<file path="config.mk">
export PLATFORM = sky130hd
export DESIGN_NAME = ov7670_sccb_config
export DESIGN_NICKNAME = d
export VERILOG_FILES = /design/src/rtl/ov7670_sccb_pkg.sv /design/src/rtl/ov7670_sccb_rom.sv /design/src/rtl/ov7670_sccb_config.sv
export SDC_FILE = /design/constraint.sdc
export NUM_CORES = 1
export LEC_CHECK = 0
export ABC_AREA = 1
export BUFFER_PORTS_ARGS = -buffer_cell sky130_fd_sc_hd__buf_4
export CAP_MARGIN = 20
export CORE_ASPECT_RATIO = 2
export CORE_MARGIN = 5
export CORE_UTILIZATION = 55
export CTS_CLUSTER_DIAMETER = 100
export DETAILED_ROUTE_END_ITERATION = 16
export HOLD_SLACK_MARGIN = 0.15
export PLACE_DENSITY = 0.76
export SLEW_MARGIN = 25
export SYNTH_ARGS = -nofsm -noshare
export SYNTH_HDL_FRONTEND = slang
export SYNTH_SLANG_ARGS = --single-unit
</file>
<file path="constraint.sdc">
create_clock -name clk -period 7.78 [get_ports clk]
set_input_delay 0.389 -clock clk [delete_from_list [all_inputs] [get_ports clk]]
set_output_delay 0.389 -clock clk [all_outputs]
set_load 0.01 [all_outputs]
</file>
<file path="src/rtl/ov7670_sccb_pkg.sv">
// Shared constants, state encoding and frame helper for the OV7670 SCCB configuration master.
// Imported by ov7670_sccb_rom and ov7670_sccb_config.
package ov7670_sccb_pkg;

  typedef logic [2:0] sccb_state_t;

  localparam sccb_state_t S_WAIT_PWR = 3'd0;
  localparam sccb_state_t S_LOAD     = 3'd1;
  localparam sccb_state_t S_START    = 3'd2;
  localparam sccb_state_t S_SEND     = 3'd3;
  localparam sccb_state_t S_STOP     = 3'd4;
  localparam sccb_state_t S_GAP      = 3'd5;
  localparam sccb_state_t S_DONE     = 3'd6;

  localparam logic [7:0]  SCCB_DEV_ID     = 8'h42;
  localparam logic [15:0] SCCB_TERMINATOR = 16'hFFFF;
  localparam logic [7:0]  COM7_ADDR       = 8'h12;
  localparam logic [7:0]  COM7_RESET      = 8'h80;
  localparam logic [4:0]  FRAME_LAST_BIT  = 5'd26;

  // Bit bit_idx (0 = first on the wire) of the 27-bit write frame; every 9th bit is the
  // don't-care slot, driven high.
  function automatic logic sccb_bit(input logic [15:0] entry, input logic [4:0] bit_idx);
    logic [26:0] frame;
    frame = {SCCB_DEV_ID, 1'b1, entry[15:8], 1'b1, entry[7:0], 1'b1};
    return frame[FRAME_LAST_BIT - bit_idx];
  endfunction

endpackage

</file>
<file path="src/rtl/ov7670_sccb_rom.sv">
// Register table for the OV7670: QVGA RGB444 setup, or a 3-entry table when USE_TEST_ROM=1.
// Each entry is {reg_addr, reg_data}; 16'hFFFF ends the table.
module ov7670_sccb_rom
  import ov7670_sccb_pkg::*;
#(
  parameter bit USE_TEST_ROM = 1'b0
) (
  input  logic [7:0]  index_i,
  output logic [15:0] entry_o
);

  // NOTE: pure combinational lookup, so there is no storage here to reset.
  always_comb begin
    entry_o = SCCB_TERMINATOR;
    if (USE_TEST_ROM) begin
      case (index_i)
        8'd0:    entry_o = {COM7_ADDR, COM7_RESET};
        8'd1:    entry_o = 16'h1204;
        default: entry_o = SCCB_TERMINATOR;
      endcase
    end else begin
      case (index_i)
        8'd0:    entry_o = {COM7_ADDR, COM7_RESET};  // soft reset, must stay first
        8'd1:    entry_o = 16'h1204;  // COM7: RGB output
        8'd2:    entry_o = 16'h1100;  // CLKRC: internal clock prescaler
        8'd3:    entry_o = 16'h0C04;  // COM3: enable downsampling
        8'd4:    entry_o = 16'h3E19;  // COM14: PCLK divide, manual scaling
        8'd5:    entry_o = 16'h8C02;  // RGB444 enable, xR GB
        8'd6:    entry_o = 16'h0400;  // COM1
        8'd7:    entry_o = 16'h40D0;  // COM15: full output range
        8'd8:    entry_o = 16'h3A04;  // TSLB
        8'd9:    entry_o = 16'h1438;  // COM9: AGC ceiling
        8'd10:   entry_o = 16'h4FB3;  // colour matrix
        8'd11:   entry_o = 16'h50B3;
        8'd12:   entry_o = 16'h5100;
        8'd13:   entry_o = 16'h523D;
        8'd14:   entry_o = 16'h53A7;
        8'd15:   entry_o = 16'h54E4;
        8'd16:   entry_o = 16'h589E;
        8'd17:   entry_o = 16'h3DC0;  // COM13: gamma, UV auto adjust
        8'd18:   entry_o = 16'h1716;  // HSTART
        8'd19:   entry_o = 16'h1804;  // HSTOP
        8'd20:   entry_o = 16'h3224;  // HREF
        8'd21:   entry_o = 16'h1902;  // VSTART
        8'd22:   entry_o = 16'h1A7A;  // VSTOP
        8'd23:   entry_o = 16'h030A;  // VREF
        8'd24:   entry_o = 16'h7011;  // scaling X
        8'd25:   entry_o = 16'h7135;  // scaling Y
        8'd26:   entry_o = 16'h7211;  // downsample by 2
        8'd27:   entry_o = 16'h73F1;  // DSP clock divide
        8'd28:   entry_o = 16'hA202;  // pixel clock delay
        8'd29:   entry_o = 16'h1E00;  // MVFP: no mirror/flip
        default: entry_o = SCCB_TERMINATOR;
      endcase
    end
  end

endmodule

</file>
<file path="src/rtl/ov7670_sccb_config.sv">
// OV7670 SCCB write master: walks the register ROM once after power-up, and again on start.
// Define SCCB_RESET_DELAY_EN to stretch the gap after the COM7 soft-reset write to RST_DELAY.
module ov7670_sccb_config
  import ov7670_sccb_pkg::*;
#(
  parameter int unsigned CLK_DIV      = 250,
  parameter int unsigned PWR_DELAY    = 1_000_000,
  parameter int unsigned GAP_CYCLES   = 4 * CLK_DIV,
  parameter int unsigned RST_DELAY    = 1_000_000,
  parameter bit          USE_TEST_ROM = 1'b0
) (
  input  logic clk,
  input  logic reset,
  input  logic start,
  output logic SCL,
  output logic SDA,
  output logic busy,
  output logic done
);

  localparam int unsigned WAIT_MAX0 = (PWR_DELAY > GAP_CYCLES) ? PWR_DELAY : GAP_CYCLES;
  localparam int unsigned WAIT_MAX  = (WAIT_MAX0 > RST_DELAY) ? WAIT_MAX0 : RST_DELAY;
  localparam int          WAIT_W    = $clog2(WAIT_MAX + 1);
  localparam int          DIV_W     = $clog2(CLK_DIV + 1);

  localparam logic [WAIT_W-1:0] PWR_LAST = WAIT_W'(PWR_DELAY - 1);
  localparam logic [WAIT_W-1:0] GAP_LAST = WAIT_W'(GAP_CYCLES - 1);
`ifdef SCCB_RESET_DELAY_EN
  localparam logic [WAIT_W-1:0] RST_LAST = WAIT_W'(RST_DELAY - 1);
`endif
  localparam logic [DIV_W-1:0]  DIV_LAST = DIV_W'(CLK_DIV - 1);

  sccb_state_t       state_q, state_d;
  logic [7:0]        idx_q, idx_d;
  logic [WAIT_W-1:0] wait_q, wait_d;
  logic [DIV_W-1:0]  div_q, div_d;
  logic [1:0]        qtr_q, qtr_d;
  logic [4:0]        bit_q, bit_d;
  logic              scl_q, scl_d;
  logic              sda_q, sda_d;

  logic [15:0]       entry;
  logic [WAIT_W-1:0] gap_last;
  logic              in_bus;
  logic              tick;
  logic              phase_entry;

  ov7670_sccb_rom #(
    .USE_TEST_ROM(USE_TEST_ROM)
  ) u_rom (
    .index_i(idx_q),
    .entry_o(entry)
  );

  assign in_bus = (state_q == S_START) || (state_q == S_SEND) || (state_q == S_STOP);
  assign tick   = in_bus && (div_q == DIV_LAST);

`ifdef SCCB_RESET_DELAY_EN
  assign gap_last = (entry == {COM7_ADDR, COM7_RESET}) ? RST_LAST : GAP_LAST;
`else
  assign gap_last = GAP_LAST;
`endif

  // NOTE: every variable gets its hold value first so no path through the case infers a latch.
  always_comb begin
    state_d     = state_q;
    idx_d       = idx_q;
    wait_d      = wait_q;
    bit_d       = bit_q;
    phase_entry = 1'b0;
    case (state_q)
      S_WAIT_PWR: begin
        if (wait_q == PWR_LAST) begin
          state_d = S_LOAD;
          wait_d  = '0;
        end else begin
          wait_d = wait_q + 1'b1;
        end
      end
      S_LOAD: begin
        if (entry == SCCB_TERMINATOR || idx_q == 8'hFF) begin
          state_d = S_DONE;
        end else begin
          state_d     = S_START;
          phase_entry = 1'b1;
        end
      end
      S_START: begin
        if (tick && qtr_q == 2'd1) begin
          state_d     = S_SEND;
          bit_d       = '0;
          phase_entry = 1'b1;
        end
      end
      S_SEND: begin
        if (tick && qtr_q == 2'd3) begin
          if (bit_q == FRAME_LAST_BIT) begin
            state_d     = S_STOP;
            phase_entry = 1'b1;
          end else begin
            bit_d = bit_q + 5'd1;
          end
        end
      end
      S_STOP: begin
        if (tick && qtr_q == 2'd1) begin
          state_d = S_GAP;
          wait_d  = '0;
        end
      end
      S_GAP: begin
        if (wait_q == gap_last) begin
          state_d = S_LOAD;
          wait_d  = '0;
          idx_d   = idx_q + 8'd1;
        end else begin
          wait_d = wait_q + 1'b1;
        end
      end
      S_DONE: begin
        if (start) begin
          state_d = S_LOAD;
          idx_d   = '0;
        end
      end
      default: state_d = S_WAIT_PWR;
    endcase
  end

  // Quarter timing restarts on every phase entry; idle states hold it at zero.
  always_comb begin
    div_d = '0;
    qtr_d = '0;
    if (in_bus && !phase_entry) begin
      if (tick) begin
        qtr_d = qtr_q + 2'd1;
      end else begin
        div_d = div_q + 1'b1;
        qtr_d = qtr_q;
      end
    end
  end

  // Pins are decoded from next-state values so they are registered yet aligned with the state.
  always_comb begin
    scl_d = 1'b1;
    sda_d = 1'b1;
    case (state_d)
      S_START: begin
        sda_d = 1'b0;
        scl_d = (qtr_d == 2'd0);
      end
      S_SEND: begin
        scl_d = (qtr_d == 2'd1) || (qtr_d == 2'd2);
        sda_d = sccb_bit(entry, bit_d);
      end
      S_STOP: begin
        sda_d = 1'b0;
        scl_d = (qtr_d == 2'd1);
      end
      default: begin
        scl_d = 1'b1;
        sda_d = 1'b1;
      end
    endcase
  end

  // NOTE: sequential state uses non-blocking assignments so all registers update together.
  always_ff @(posedge clk) begin
    if (reset) begin
      state_q <= S_WAIT_PWR;
      idx_q   <= '0;
      wait_q  <= '0;
      div_q   <= '0;
      qtr_q   <= '0;
      bit_q   <= '0;
      scl_q   <= 1'b1;
      sda_q   <= 1'b1;
    end else begin
      state_q <= state_d;
      idx_q   <= idx_d;
      wait_q  <= wait_d;
      div_q   <= div_d;
      qtr_q   <= qtr_d;
      bit_q   <= bit_d;
      scl_q   <= scl_d;
      sda_q   <= sda_d;
    end
  end

  assign SCL  = scl_q;
  assign SDA  = sda_q;
  assign busy = (state_q != S_DONE);
  assign done = (state_q == S_DONE);

endmodule
</file>
-- After elaboration in Yosys (flattened, before gate mapping)
Memory sizes are Yosys's and may differ from the RTL's. A register that Yosys moved wholly into a read port is not among the register bits.
Cells that the tools add are included.
- $add $sub $neg: 6
- magnitude comparators: 1
- eq/ne operators: 23
- mux-type cells: 34
- bitwise gates (word level): 1
- reductions and logical operators: 18
- operators by type and width (cell ; count):
    20-bit two-way mux ; 3
    20-bit case mux with 3 select lines ; 1
    5-bit two-way mux ; 5
    3-bit two-way mux ; 8
    3-bit case mux with 7 select lines ; 1
    20-bit by 1-bit adder with 20-bit output, second input constant ; 1
    20-bit by 10-bit equality test with 1-bit output, second input constant ; 1
    20-bit equality test, second input constant ; 1
    8-bit by 1-bit adder with 8-bit output, second input constant ; 2
    16-bit equality test, second input constant ; 1
    8-bit equality test, second input constant ; 2
    16-bit two-way mux ; 1
    8-bit two-way mux ; 2
    8-bit case mux with 2 select lines ; 1
    3-bit by 2-bit equality test with 1-bit output, second input constant ; 4
    3-bit equality test, second input constant ; 4
    5-bit case mux with 2 select lines ; 1
    3-bit zero test ; 2
    5-bit by 6-bit < comparator with 1-bit output, second input constant ; 1
    1-bit case mux with 3 select lines ; 2
    5-bit by 1-bit adder with 5-bit output, second input constant ; 1
    1-bit binary-select mux with 5-bit select ; 1
    5-bit equality test, second input constant ; 1
    1-bit two-way mux ; 5
    21 further kinds ; 31
- flip-flop bits (word level): 48
- ROM bits: 512
- word-level logic and storage cells: 92
- memories kept: 1
- memory list (memory ; words ; bits a word ; rd ports ; clocked after Yosys merged registers in ; wr ports ; line ; RTL):
    (name not given) ; 32 ; 16 ; 1 ; 1 ; 0 ; ov7670_sccb_rom.sv:22 ; case (index_i)

-- Longest topological paths before layout
Gate-level depths: netlist (run 1).
- depth after elaboration: 13
- gate-level depth with buffers: 23

-- Hierarchy
A second synthesis (run 1) with hierarchy kept.
- cell total of the unflattened synthesis: 641
- area total of the unflattened synthesis: 4027.6 µm²
- by module, submodules not included (module ; times used ; cells an instance ; area an instance (µm²) ; seq. area each (µm²)):
    ov7670_sccb_config ; 1 ; 474 ; 3210.6 ; 960.9
    ov7670_sccb_rom ; 1 ; 167 ; 817.0 ; 0.0

-- Least setup slack after synthesis (run 1)
No wires, ideal clock.
- path type: register to register
- from: reg div_q[0]
- to: reg sda_q, in the netlist SDA
- library setup time: 0.116 ns
- arrival time: 2.368 ns
- required time: 7.664 ns
- setup slack: 5.296 ns
- cell stages (with the launch flop): 20
- clock period less this slack: 2.484 ns
- cell sequence: dfxtp_1 ha_1 nand3_1 nor2_8 nand4_1 or2_2 nand2_1 inv_1 ha_1 inv_1 nand4_1 nand2_1 nand2_1 nand2_1 nand2_1 nand3_1 nand2_1 inv_1 nand2_1 nand2_1
- longest elaborated chain between the ends: 9
- elaborated cells between the ends (all ways): 19
- ends and longest elaborated chain (item ; line ; RTL):
    start: declaration ; ov7670_sccb_config.sv:36 ; logic [DIV_W-1:0] div_q, div_d;
    start signal: assignment ; ov7670_sccb_config.sv:183 ; div_q <= div_d;
    8-bit equality test * ; ov7670_sccb_config.sv:56 ; assign tick = in_bus && (div_q == DIV_LAST);
    1-bit logical AND * ; ov7670_sccb_config.sv:56 ;
    1-bit logical AND, on equally long branches ; ov7670_sccb_config.sv:96, ov7670_sccb_config.sv:89 ;
    5-bit two-way mux, on equally long branches ; ov7670_sccb_config.sv:96, ov7670_sccb_config.sv:89 ;
    5-bit case mux with 2 select lines * ; ov7670_sccb_config.sv:71 ; case (state_q)
    via bit_d[1] ; ov7670_sccb_config.sv:38 ; logic [4:0] bit_q, bit_d;
    5-bit subtractor * ; ov7670_sccb_pkg.sv:26 ; return frame[FRAME_LAST_BIT - bit_idx];
    1-bit binary-select mux with 5-bit select * ; ov7670_sccb_pkg.sv:26 ;
    1-bit two-way mux (not written as such) * ; ov7670_sccb_pkg.sv:26 ;
    1-bit case mux with 2 select lines * ; ov7670_sccb_config.sv:148 ; case (state_d)
    end signal: assignment ; ov7670_sccb_config.sv:178 ; sda_q <= 1'b1;
    end signal: assignment ; ov7670_sccb_config.sv:187 ; sda_q <= sda_d;
    end: declaration ; ov7670_sccb_config.sv:40 ; logic sda_q, sda_d;
The timed path passes the listed nets; every way through them passes the cells marked *. The select of a mux whose other input is x is not followed.
A chain may end at the register's enable or synchronous reset.

-- Worst setup path after layout (run 1)
- from: reg bit_q[0]
- to: reg sda_q, in the netlist SDA
- longest elaborated chain between the ends: 8
- elaborated cells between the ends (all ways): 17
- ends and longest elaborated chain (item ; line ; RTL):
    start: declaration ; ov7670_sccb_config.sv:38 ;
    start signal: assignment ; ov7670_sccb_config.sv:185 ; bit_q <= bit_d;
    5-bit by 1-bit adder with 5-bit output / 5-bit equality test (equally long branches) ; ov7670_sccb_config.sv:101, ov7670_sccb_config.sv:97 ;
    5-bit two-way mux ; ov7670_sccb_config.sv:97 ; if (bit_q == FRAME_LAST_BIT) begin
    5-bit two-way mux ; ov7670_sccb_config.sv:96 ; if (tick && qtr_q == 2'd3) begin
    5-bit case mux with 2 select lines * ; ov7670_sccb_config.sv:71 ;
    via bit_d[0] ; ov7670_sccb_config.sv:38 ;
    5-bit subtractor * ; ov7670_sccb_pkg.sv:26 ;
    1-bit binary-select mux with 5-bit select * ; ov7670_sccb_pkg.sv:26 ;
    1-bit two-way mux (not written as such) * ; ov7670_sccb_pkg.sv:26 ;
    1-bit case mux with 2 select lines * ; ov7670_sccb_config.sv:148 ;
Marks and branches as above.

==> run summary, run 1 <==
outcome: complete, no violations
Via density: 5.66
CP Capture Type: flip-flop
Yosys reg bits: 64
vias in the first global route: 4356
internal power: 0.000564 W
Synth area leader: dfxtp_1
clock slew at reported path FFs: 50 ps
met2 WL: 6.48 mm
post-synthesis net count: 697
drt initial violations: 242
CTS Buf Count: 9
clock skew: 7.82 ps
I/O pin count: 7
CTS resizes: 0
XOR/XNOR Fraction of Synth Area: 0.0160
Tot Pwr: 0.000709 W
synth top area cells: dfxtp_1, nand2_1, nand3_1
Slew Limit Headroom: 0.610
VDD IR max: 123 uV
Post-Route M1 WL: 3.77 mm
crit-path cells: inv_1 > ha_1 > nand2_1 > inv_1 > nand2_1 > inv_1 > nor3_1 > nand3_2 > nand2_2 > inv_2 > ha_1 > inv_1 > nand4_1 > nand2_1 > nand2_1 > nand2_1 > nand2_1 > nand3_1 > nand2_1 > inv_1 > nand2_1 > nand2_1
syn_area_per_cell: 6.51 sq um
Max Freq: 324 MHz
Buf/Inv on CP: 6
Critical Path RT: 8000 ps
Yosys Warn Count: 0
final setup vio count: 0
number of core rows: 46
Adder-Cell Fraction of Synth Area: 0.0599
HPWL after DPL: 8.88 mm
Die ar.: 9960 sq um
Post-synth ARST share: 0
drt wl/cell: 14.6 um
Simple-Gate Fraction of Synth Area: 0.454
Slew Viols, Final: 0
grt ovf: 0
Die Wd: 73.1 um
WS Path Type: reg -> reg
pin count of the biggest net entering global routing: 26
GRT Util Overall: 0.251
Placer Congestion: 0.980
register area: 1280 sq um
Synth cell types: 46
Worst Tran Pin Value: 584 ps
CP top delay family: simple AND/OR/NAND/NOR gates
Post-Synthesis Cells: 673
fraction of the yosys area taken by sequential cells: 0.292
EDFF count, synth: 0
Setup crit start kind: flip-flop
Longest Clk Path Bufs: 2
Worst Path Max Fanout: 11
DR WL met3: 366 um
final worst-path cycle share: 0.397
Routed Antenna Nets: 0
Layout Nets: 702
Pwr per Cell Area: 150 nW/um^2
final-report hold violation count: 0
core area: 7890 sq um
Multi-input gate area: 2680 sq um
Hold-fix buffers, CTS: 0
Net Sw Power: 0.000145 W
Sink Count: 64
share of layout cells above drive strength 1: 0.106
CTS Root Cell: clkbuf_16
Sum Neg Setup Slack: 0 ps
switch share: 0.204
mux cell area share after synthesis: 0
CP dominant cell by count: nand2_1
starting density of the core: 0.556
chip height: 136 um
post-CTS setup buffer count: 0
register share of total power: 0.467
Clock Latency Late Sink: 340 ps
Synth Cell Area: 4380 sq um
Final min period: 3090 ps
ant diodes: 0
CTS tree: built
initial antenna violation count: 0
first-pass GRT wire length: 19.2 mm
share of the synthesized area in the top cell type: 0.292
Synth Area in Compound Gates: 0.0819
area grow syn2layout: 7.68%
Worst path slowest cell: dfxtp_1
Detailed Routing Iterations Pass 1: 5
most numerous cell in the Yosys netlist: nand2_1
WP data arrival: 3310 ps
Largest stage delay, worst path: 450 ps
Via Count: 4405
max_cap viols: 0
RSZ-0062 raised after global routing: false
I/O Buffers: 6
# DRC: 0
list of most frequent post-synthesis cells: nand2_1, nor2_1, inv_1
top routing layer in use: met4
final WL: 11.3 mm
ys flop type: dfxtp_1
power share of the combinational group: 0.014
largest family of logic cells by synthesized area: simple AND/OR/NAND/NOR gates
Filler cells: 762
H-tree Lvls: 3
HP Class: in -> reg
Clock Power Share: 0.519
leakage: 2.16 nW
==> layout make-up <==
cell class,count,share of cell area
flip-flops and latches,64,0.271
clock buffers,15,0.0567
repair buffers,6,0.00954
inverters,85,0.0684
well taps,96,0.0255
multi-input cells,512,0.568
==> cell families (layout without fill, tap and decap cells) <==
group                    count (synthesis)  after routing
buffers and inverters                   97            106
AND/OR/NAND/NOR                        423            423
XOR/XNOR                                 8              8
adder cells (fa/ha/maj)                 21             21
flip-flops                              64             64
AO/OA/AOI/OAI                           60             60
==> power groups by stage <==
stage                     Combinational, W  Clock, W  Sequential (W)
after CTS                       0.00000994  0.000372        0.000331
after global placement          0.00000963         0        0.000337
after floorplan                 0.00000620         0        0.000337
after global routing             0.0000114  0.000387        0.000331
final                           0.00000983  0.000368        0.000331
after detailed placement        0.00000993         0        0.000338
==> layout by cell type (no fill, tap or decap), types with 6 or more instances in the layout <==
master,instances
a21oi_1,15
xor2_1,6
clkbuf_16,9
dfxtp_1,64
nand4_1,14
nand3_1,72
inv_1,73
nand2_2,11
nor2_1,92
buf_4,6
o21ai_0,21
nor3_1,16
nand2_1,177
ha_1,21
nor4_1,7
inv_2,9
==> layer usage <==
layer / GRT usage / vias to the layer above
li1: - / 2195
met1: 0.217 / 2033
met2: 0.478 / 115
met3: 0.0459 / 62
met4: 0.189 / 0
met5: 0 / -
==> worst paths after layout <==
kind | slack, ps | startpoint | depth (start not counted) | to
max | 4690 | bit_q[0] | 22 | SDA
min | 360 | reset | 2 | wait_q[18]
max reg2reg | 4690 | bit_q[0] | 22 | SDA
min reg2reg | 460 | div_q[0] | 1 | div_q[0]
==> stage by stage <==
step	hold WS (ps)	util	setup WS, ps	instance area [sq um]	std cells
2_1_floorplan	434	-	5300	4380	673
3_3_place_gp	446	0.565	4710	4450	763
3_5_place_dp	456	0.565	4710	4450	763
4_1_cts	362	0.599	4680	4720	778
5_1_grt	373	0.599	4410	4720	778
6_report	363	0.599	4690	4720	778
No activity file was read; power rests on OpenSTA's default activity.
==> run 2, diff against run 1 <==
--- a/config.mk
+++ b/config.mk
@@ -14,7 +14,7 @@
 export CTS_CLUSTER_DIAMETER = 100
 export DETAILED_ROUTE_END_ITERATION = 16
 export HOLD_SLACK_MARGIN = 0.15
-export PLACE_DENSITY = 0.76
+export PLACE_DENSITY = 0.79
 export SLEW_MARGIN = 25
 export SYNTH_ARGS = -nofsm -noshare
 export SYNTH_HDL_FRONTEND = slang
==> constraint.sdc (replaced) <==
create_clock -name clk -period 2.75 [get_ports clk]
set_input_delay 0.1375 -clock clk [delete_from_list [all_inputs] [get_ports clk]]
set_output_delay 0.1375 -clock clk [all_outputs]
set_load 0.01 [all_outputs]
==> run 2 against run 1 <==
Compared with the run above:
- global-route usage is 0.64 points higher
- count of clock-buffer cells in the layout fell by 2
- hold slack lost 180 ps
- utilization grew 3.5 points
- wire length increased by 7.4%
- final cell count up 3.0%
- clock skew rose by 4.3 ps
- sequential cell count is the same
- clock power rose to 3.0 times the previous value
- via count increased by 2.8%
- first-iteration DRC count up 9.9%
- highest routed layer unchanged
==> run summary, run 2 (synthesized netlist as in run 1, its figures left out) <==
ant diodes: 0 (unchanged)
Sink Count: 64 (unchanged)
drt wl/cell: 15.2 um (+4.3%)
vias in the first global route: 4484 (+2.9%)
Die Wd: 73.1 um (unchanged)
VDD IR max: 299 uV (+140%)
GRT Util Overall: 0.257 (+0.00642)
Critical Path RT: 2970 ps (-5030 ps)
Longest Clk Path Bufs: 2 (unchanged)
# DRC: 0 (unchanged)
final-report hold violation count: 0 (unchanged)
Worst path slowest cell: dfxtp_1
Detailed Routing Iterations Pass 1: 7 (+2)
final worst-path cycle share: 0.942 (+0.545)
CP dominant cell by count: nand2_1
I/O pin count: 7 (unchanged)
starting density of the core: 0.556 (unchanged)
final WL: 12.2 mm (+7.4%)
Worst Path Max Fanout: 9 (-2)
Tot Pwr: 0.00207 W (+190%)
Layout Nets: 725 (+3.3%)
fin worst setup slack: 161 ps (-4530 ps)
CTS Root Cell: clkbuf_16
commonest non-fill, non-tap cell in the layout: nand2_1
Critical Path Start: state_q[0]
grt ovf: 0 (unchanged)
chip height: 136 um (unchanged)
Pwr per Cell Area: 414 nW/um^2 (+180%)
WS Path Type: reg -> reg
number of core rows: 46 (unchanged)
Routed Antenna Nets: 0 (unchanged)
Setup crit start kind: flip-flop
R2R setup slack: 160 ps (-4530 ps)
pin count of the biggest net entering global routing: 26 (unchanged)
I/O Buffers: 6 (unchanged)
Max Freq: 386 MHz (+19%)
share of layout cells above drive strength 1: 0.160 (+0.0547)
Via density: 5.65 (-0.18%)
leakage: 2.30 nW (+6.7%)
core area: 7890 sq um (unchanged)
H-tree Lvls: 3 (unchanged)
Die ar.: 9960 sq um (unchanged)
Final min period: 2590 ps (-498 ps)
Placer Congestion: 1.03 (+5.4%)
Worst Min Path Start: start
Final Instance Area: 4990 sq um (+5.8%)
clock slew at reported path FFs: 50 ps (about the same)
CTS Buf Count: 9 (unchanged)
CP top delay family: simple AND/OR/NAND/NOR gates
WP data arrival: 2810 ps (-500 ps)
Worst Tran Pin Value: 622 ps (+37.8 ps)
Clock Latency Late Sink: 340 ps (about the same)
HP Class: in -> reg
drt initial violations: 266 (+9.9%)
crit-path cells: nor2_2 > nand2_1 > nand2_4 > nand4_1 > or2_2 > nand2_2 > inv_1 > ha_4 > inv_1 > nand4_1 > nand2_1 > nand2_1 > nand2_1 > nand2_1 > nand3_1 > nand2_1 > inv_1 > nand2_1 > nand2_1
most frequent cells in the layout: nand2_1, nor2_1, inv_1
RR Startpoint: state_q[0]
fin cells: 801 (+3.0%)
Slew Viols, Final: 0 (unchanged)
outcome: complete, no violations
Slew Limit Headroom: 0.585 (-0.0252)
Placement Setup Slack: -26.9 ps (-4730 ps)
Largest stage delay, worst path: 370 ps (-80 ps)
Placed Cells: 781 (+2.4%)
first-pass GRT wire length: 19.9 mm (+3.6%)
Hold Slack: 185 ps (-178 ps)
max_cap viols: 0 (unchanged)
Via Count: 4527 (+2.8%)
initial antenna violation count: 0 (unchanged)
HPWL after DPL: 9.26 mm (+4.2%)
area grow syn2layout: 13.9%
Placed Instance Area: 4590 sq um (+3.0%)
clock skew: 12.2 ps (+4.34 ps)
final setup vio count: 0 (unchanged)
CTS tree: built
Buf/Inv on CP: 3 (-3)
CP Capture Type: flip-flop
run 2: changes by cell type in the layout (fill, tap and decap cells not counted), moves of 4 or more:
cell,before,now
buf_4,6,28
nand2_1,177,173
nand3_1,72,68
nand3_2,5,9
nand2_2,11,15
clkbuf_1,4,0
run 2: layout make-up:
class / instances / area [sq um]
Inverter: 85 / 325
Tap cell: 96 / 120
Sequential cell: 64 / 1280
Clock buffer: 13 / 280
Multi-Input combinational cell: 512 / 2750
Timing Repair Buffer: 29 / 220
Fill cell: 715 / 2890
Clock inverter: 2 / 12.5
run 2: what timing repair did:
action	in CTS	in global routing
setup buffers	0	4
endpoints found under the hold margin	10	0
endpoints found under the setup margin	2	10
pin swaps	1	3
gates resized for setup	1	19
hold buffers	1	0
run 2: worst min-delay path, cell delays in order:
cell	delay, ps
buf_4	90
nand2_2	60
nand2_1	110
nor3_1	70
run 2: layer usage:
layer	up-vias	global-route usage	wire length, um
met4	0	0.172	686
met2	145	0.497	7080
met5	-	0	0
li1	2232	-	-
met1	2093	0.233	4100
met3	57	0.0355	312
run 2: power by group:
| group | internal [W] | switching [W] | leakage (nW) | total, W |
|---|---|---|---|---|
| Clock | 0.000701 | 0.000401 | 0.144 | 0.00110 |
| Combinational | 0.0000107 | 0.0000210 | 1.64 | 0.0000317 |
| Sequential | 0.000932 | 0.00000334 | 0.517 | 0.000935 |
| Total | 0.00164 | 0.000425 | 2.30 | 0.00207 |
run 2: path summary, 6_finish.rpt:
path | to | cells after the start
worst max-delay path | SDA | 19
worst min register to register | div_q[0] | 1
worst max register to register | SDA | 19
worst min-delay path | idx_q[6] | 4
run 2: through the flow:
stage,utilization,TNS (ps)
6_report,0.633,0
5_1_grt,0.633,-20.4
4_1_cts,0.620,0
3_3_place_gp,0.582,0
3_5_place_dp,0.582,-26.9
2_1_floorplan,-,0
==> run 3, diff against run 2 <==
--- a/config.mk
+++ b/config.mk
@@ -11,6 +11,7 @@
 export CORE_ASPECT_RATIO = 2
 export CORE_MARGIN = 5
 export CORE_UTILIZATION = 55
+export CTS_BUF_LIST = sky130_fd_sc_hd__clkbuf_8
 export CTS_CLUSTER_DIAMETER = 100
 export DETAILED_ROUTE_END_ITERATION = 16
 export HOLD_SLACK_MARGIN = 0.15
==> run 3 against run 2 <==
Compared with the run above:
- sequential share of layout area increased by 0.57 points
- combinational power about the same
- wire length shrank 1.9%
- clock power fell by 29%
- critical path depth unchanged
- highest routed layer unchanged
- critical endpoint unchanged
==> run summary, run 3 (synthesized netlist as in run 1, its figures left out) <==
switch share: 0.221 (+0.0159)
HP Class: in -> reg
Die Wd: 73.1 um (unchanged)
Clock Power Share: 0.447 (-0.086)
WP data arrival: 2790 ps (-20 ps)
core area: 7890 sq um (unchanged)
register share of total power: 0.535 (+0.083)
area grow syn2layout: 11.6%
first-pass GRT wire length: 19.7 mm (-1.4%)
Largest stage delay, worst path: 380 ps (about the same)
CP dominant cell by count: nand2_1
Clock Latency Late Sink: 360 ps (+20 ps)
Detailed Routing Iterations Pass 1: 5 (-2)
Worst Tran Pin Value: 626 ps (+4.00 ps)
worst r2r dst: SDA
worst reg2reg path depth: 19 (unchanged)
most frequent cells in the layout: nand2_1, nor2_1, inv_1
final core occ: 0.620 (-0.0130)
CTS tree: built
power share of the combinational group: 0.018 (+0.003)
Worst Min Path Start: start
starting density of the core: 0.556 (unchanged)
CTS Root Cell: clkbuf_8
Longest Clk Path Bufs: 2 (unchanged)
register area: 1280 sq um (about the same)
Worst path slowest cell: dfxtp_1
GRT Util Overall: 0.254 (-0.00373)
share of layout cells above drive strength 1: 0.163 (+0.00284)
chip height: 136 um (unchanged)
R2R setup slack: 210 ps (+50 ps)
clock skew: 14.5 ps (+2.35 ps)
Die ar.: 9960 sq um (unchanged)
Slew Limit Headroom: 0.582 (-0.00267)
HPWL after DPL: 9.26 mm (unchanged)
Placed Instance Area: 4590 sq um (unchanged)
grt ovf: 0 (unchanged)
final WL: 11.9 mm (-1.9%)
Slew Viols, Final: 0 (unchanged)
drt wl/cell: 14.9 um (-1.9%)
Via Count: 4479 (-1.1%)
Final Instance Area: 4890 sq um (-2.1%)
internal power: 0.00136 W (-17%)
Sum Neg Setup Slack: 0 ps (unchanged)
vias in the first global route: 4405 (-1.8%)
Sink Count: 64 (unchanged)
leakage: 2.25 nW (-2.2%)
Pwr per Cell Area: 357 nW/um^2 (-14%)
Multi-input gate area: 2750 sq um (unchanged)
Placer Congestion: 1.03 (unchanged)
final setup vio count: 0 (unchanged)
Critical Path RT: 3000 ps (+30 ps)
Filler cells: 732 (+2.4%)
fin worst setup slack: 210 ps (+49.6 ps)
worst hold endpoint: idx_q[6]
Placed Cells: 781 (unchanged)
RR Startpoint: state_q[0]
CP Capture Type: flip-flop
max_cap viols: 0 (unchanged)
Max Freq: 394 MHz (+2.0%)
number of core rows: 46 (unchanged)
hold depth: 4 (unchanged)
CTS Buf Count: 9 (unchanged)
Setup crit start kind: flip-flop
H-tree Lvls: 3 (unchanged)
pin count of the biggest net entering global routing: 26 (unchanged)
clock slew at reported path FFs: 70 ps (+20 ps)
final-report hold violation count: 0 (unchanged)
ant diodes: 0 (unchanged)
Routed Antenna Nets: 0 (unchanged)
I/O pin count: 7 (unchanged)
Worst Path Max Fanout: 9 (unchanged)
initial antenna violation count: 0 (unchanged)
Placement Setup Slack: -26.9 ps (unchanged)
crit-path cells: nor2_2 > nand2_2 > nand2_4 > nand4_1 > or2_2 > nand2_2 > inv_1 > ha_4 > inv_1 > nand4_1 > nand2_1 > nand2_1 > nand2_1 > nand2_1 > nand3_1 > nand2_1 > inv_1 > nand2_1 > nand2_1
Net Sw Power: 0.000387 W (-9.0%)
Layout Nets: 725 (unchanged)
fin cells: 801 (unchanged)
WS Path Type: reg -> reg
I/O Buffers: 6 (unchanged)
# DRC: 0 (unchanged)
drt initial violations: 339 (+27%)
Via density: 5.59 (-1.1%)
VDD IR max: 267 uV (-11%)
outcome: complete, no violations
final worst-path cycle share: 0.924 (-0.0181)
commonest non-fill, non-tap cell in the layout: nand2_1
Final min period: 2540 ps (-49.6 ps)
Critical Path Start: state_q[0]
-- run 3: cell counts in the layout (fill, tap and decap cells not counted) --
Identical to the previous run, type by type.
-- run 3: critical path, delay by kind of cell (launching register included) --
kind / cells / cell delay, ps
adder cells (fa/ha/maj): 1 / 300
buffers and inverters: 3 / 230
flip-flops: 1 / 380
AND/OR/NAND/NOR: 15 / 1530
-- run 3: cell type report --
cell class              instances  share of cell area
clock buffers                  13              0.0366
clock inverters                 2             0.00256
inverters                      85              0.0660
multi-input cells             512               0.562
flip-flops and latches         64               0.263
well taps                      96              0.0246
repair buffers                 29              0.0450
-- run 3: how the worst max path moves through the flow --
stage                     depth (start not counted)        end
final                                            19        SDA
after global routing                             22        SDA
after CTS                                        19        SDA
after detailed placement                         13  flip-flop
after global placement                           15  flip-flop
after floorplan                                  19        SDA
-- run 3: routing by layer --
layer / global-route usage / part of all wire / vias up
li1: - / - / 2232
met1: 0.230 / 0.34 / 2060
met2: 0.491 / 0.57 / 133
met3: 0.0355 / 0.028 / 54
met4: 0.165 / 0.059 / 0
met5: 0 / 0 / -
-- run 3: stage by stage --
step	hold slack, ps	power [W]
2_1_floorplan	248	0.000972
5_1_grt	196	0.00180
3_3_place_gp	447	0.000983
4_1_cts	151	0.00176
6_report	161	0.00175
3_5_place_dp	461	0.000984
-- run 3: repair_timing --
| action | in CTS | in global routing |
|---|---|---|
| gates resized for setup | 1 | 20 |
| buffers inserted | 0 | 4 |
| pin swaps | 0 | 3 |
| endpoints found under the setup margin | 2 | 9 |
| cloned | 0 | 0 |
| hold buffers | 1 | 0 |
| endpoints found under the hold margin | 10 | 0 |
-- run 3: power groups by stage --
| stage | clock network (W) | logic (W) | registers, W |
|---|---|---|---|
| after floorplan | 0 | 0.0000175 | 0.000954 |
| after global placement | 0 | 0.0000282 | 0.000955 |
| after detailed placement | 0 | 0.0000290 | 0.000955 |
| after CTS | 0.000792 | 0.0000303 | 0.000934 |
| after global routing | 0.000831 | 0.0000351 | 0.000933 |
| final | 0.000781 | 0.0000318 | 0.000934 |
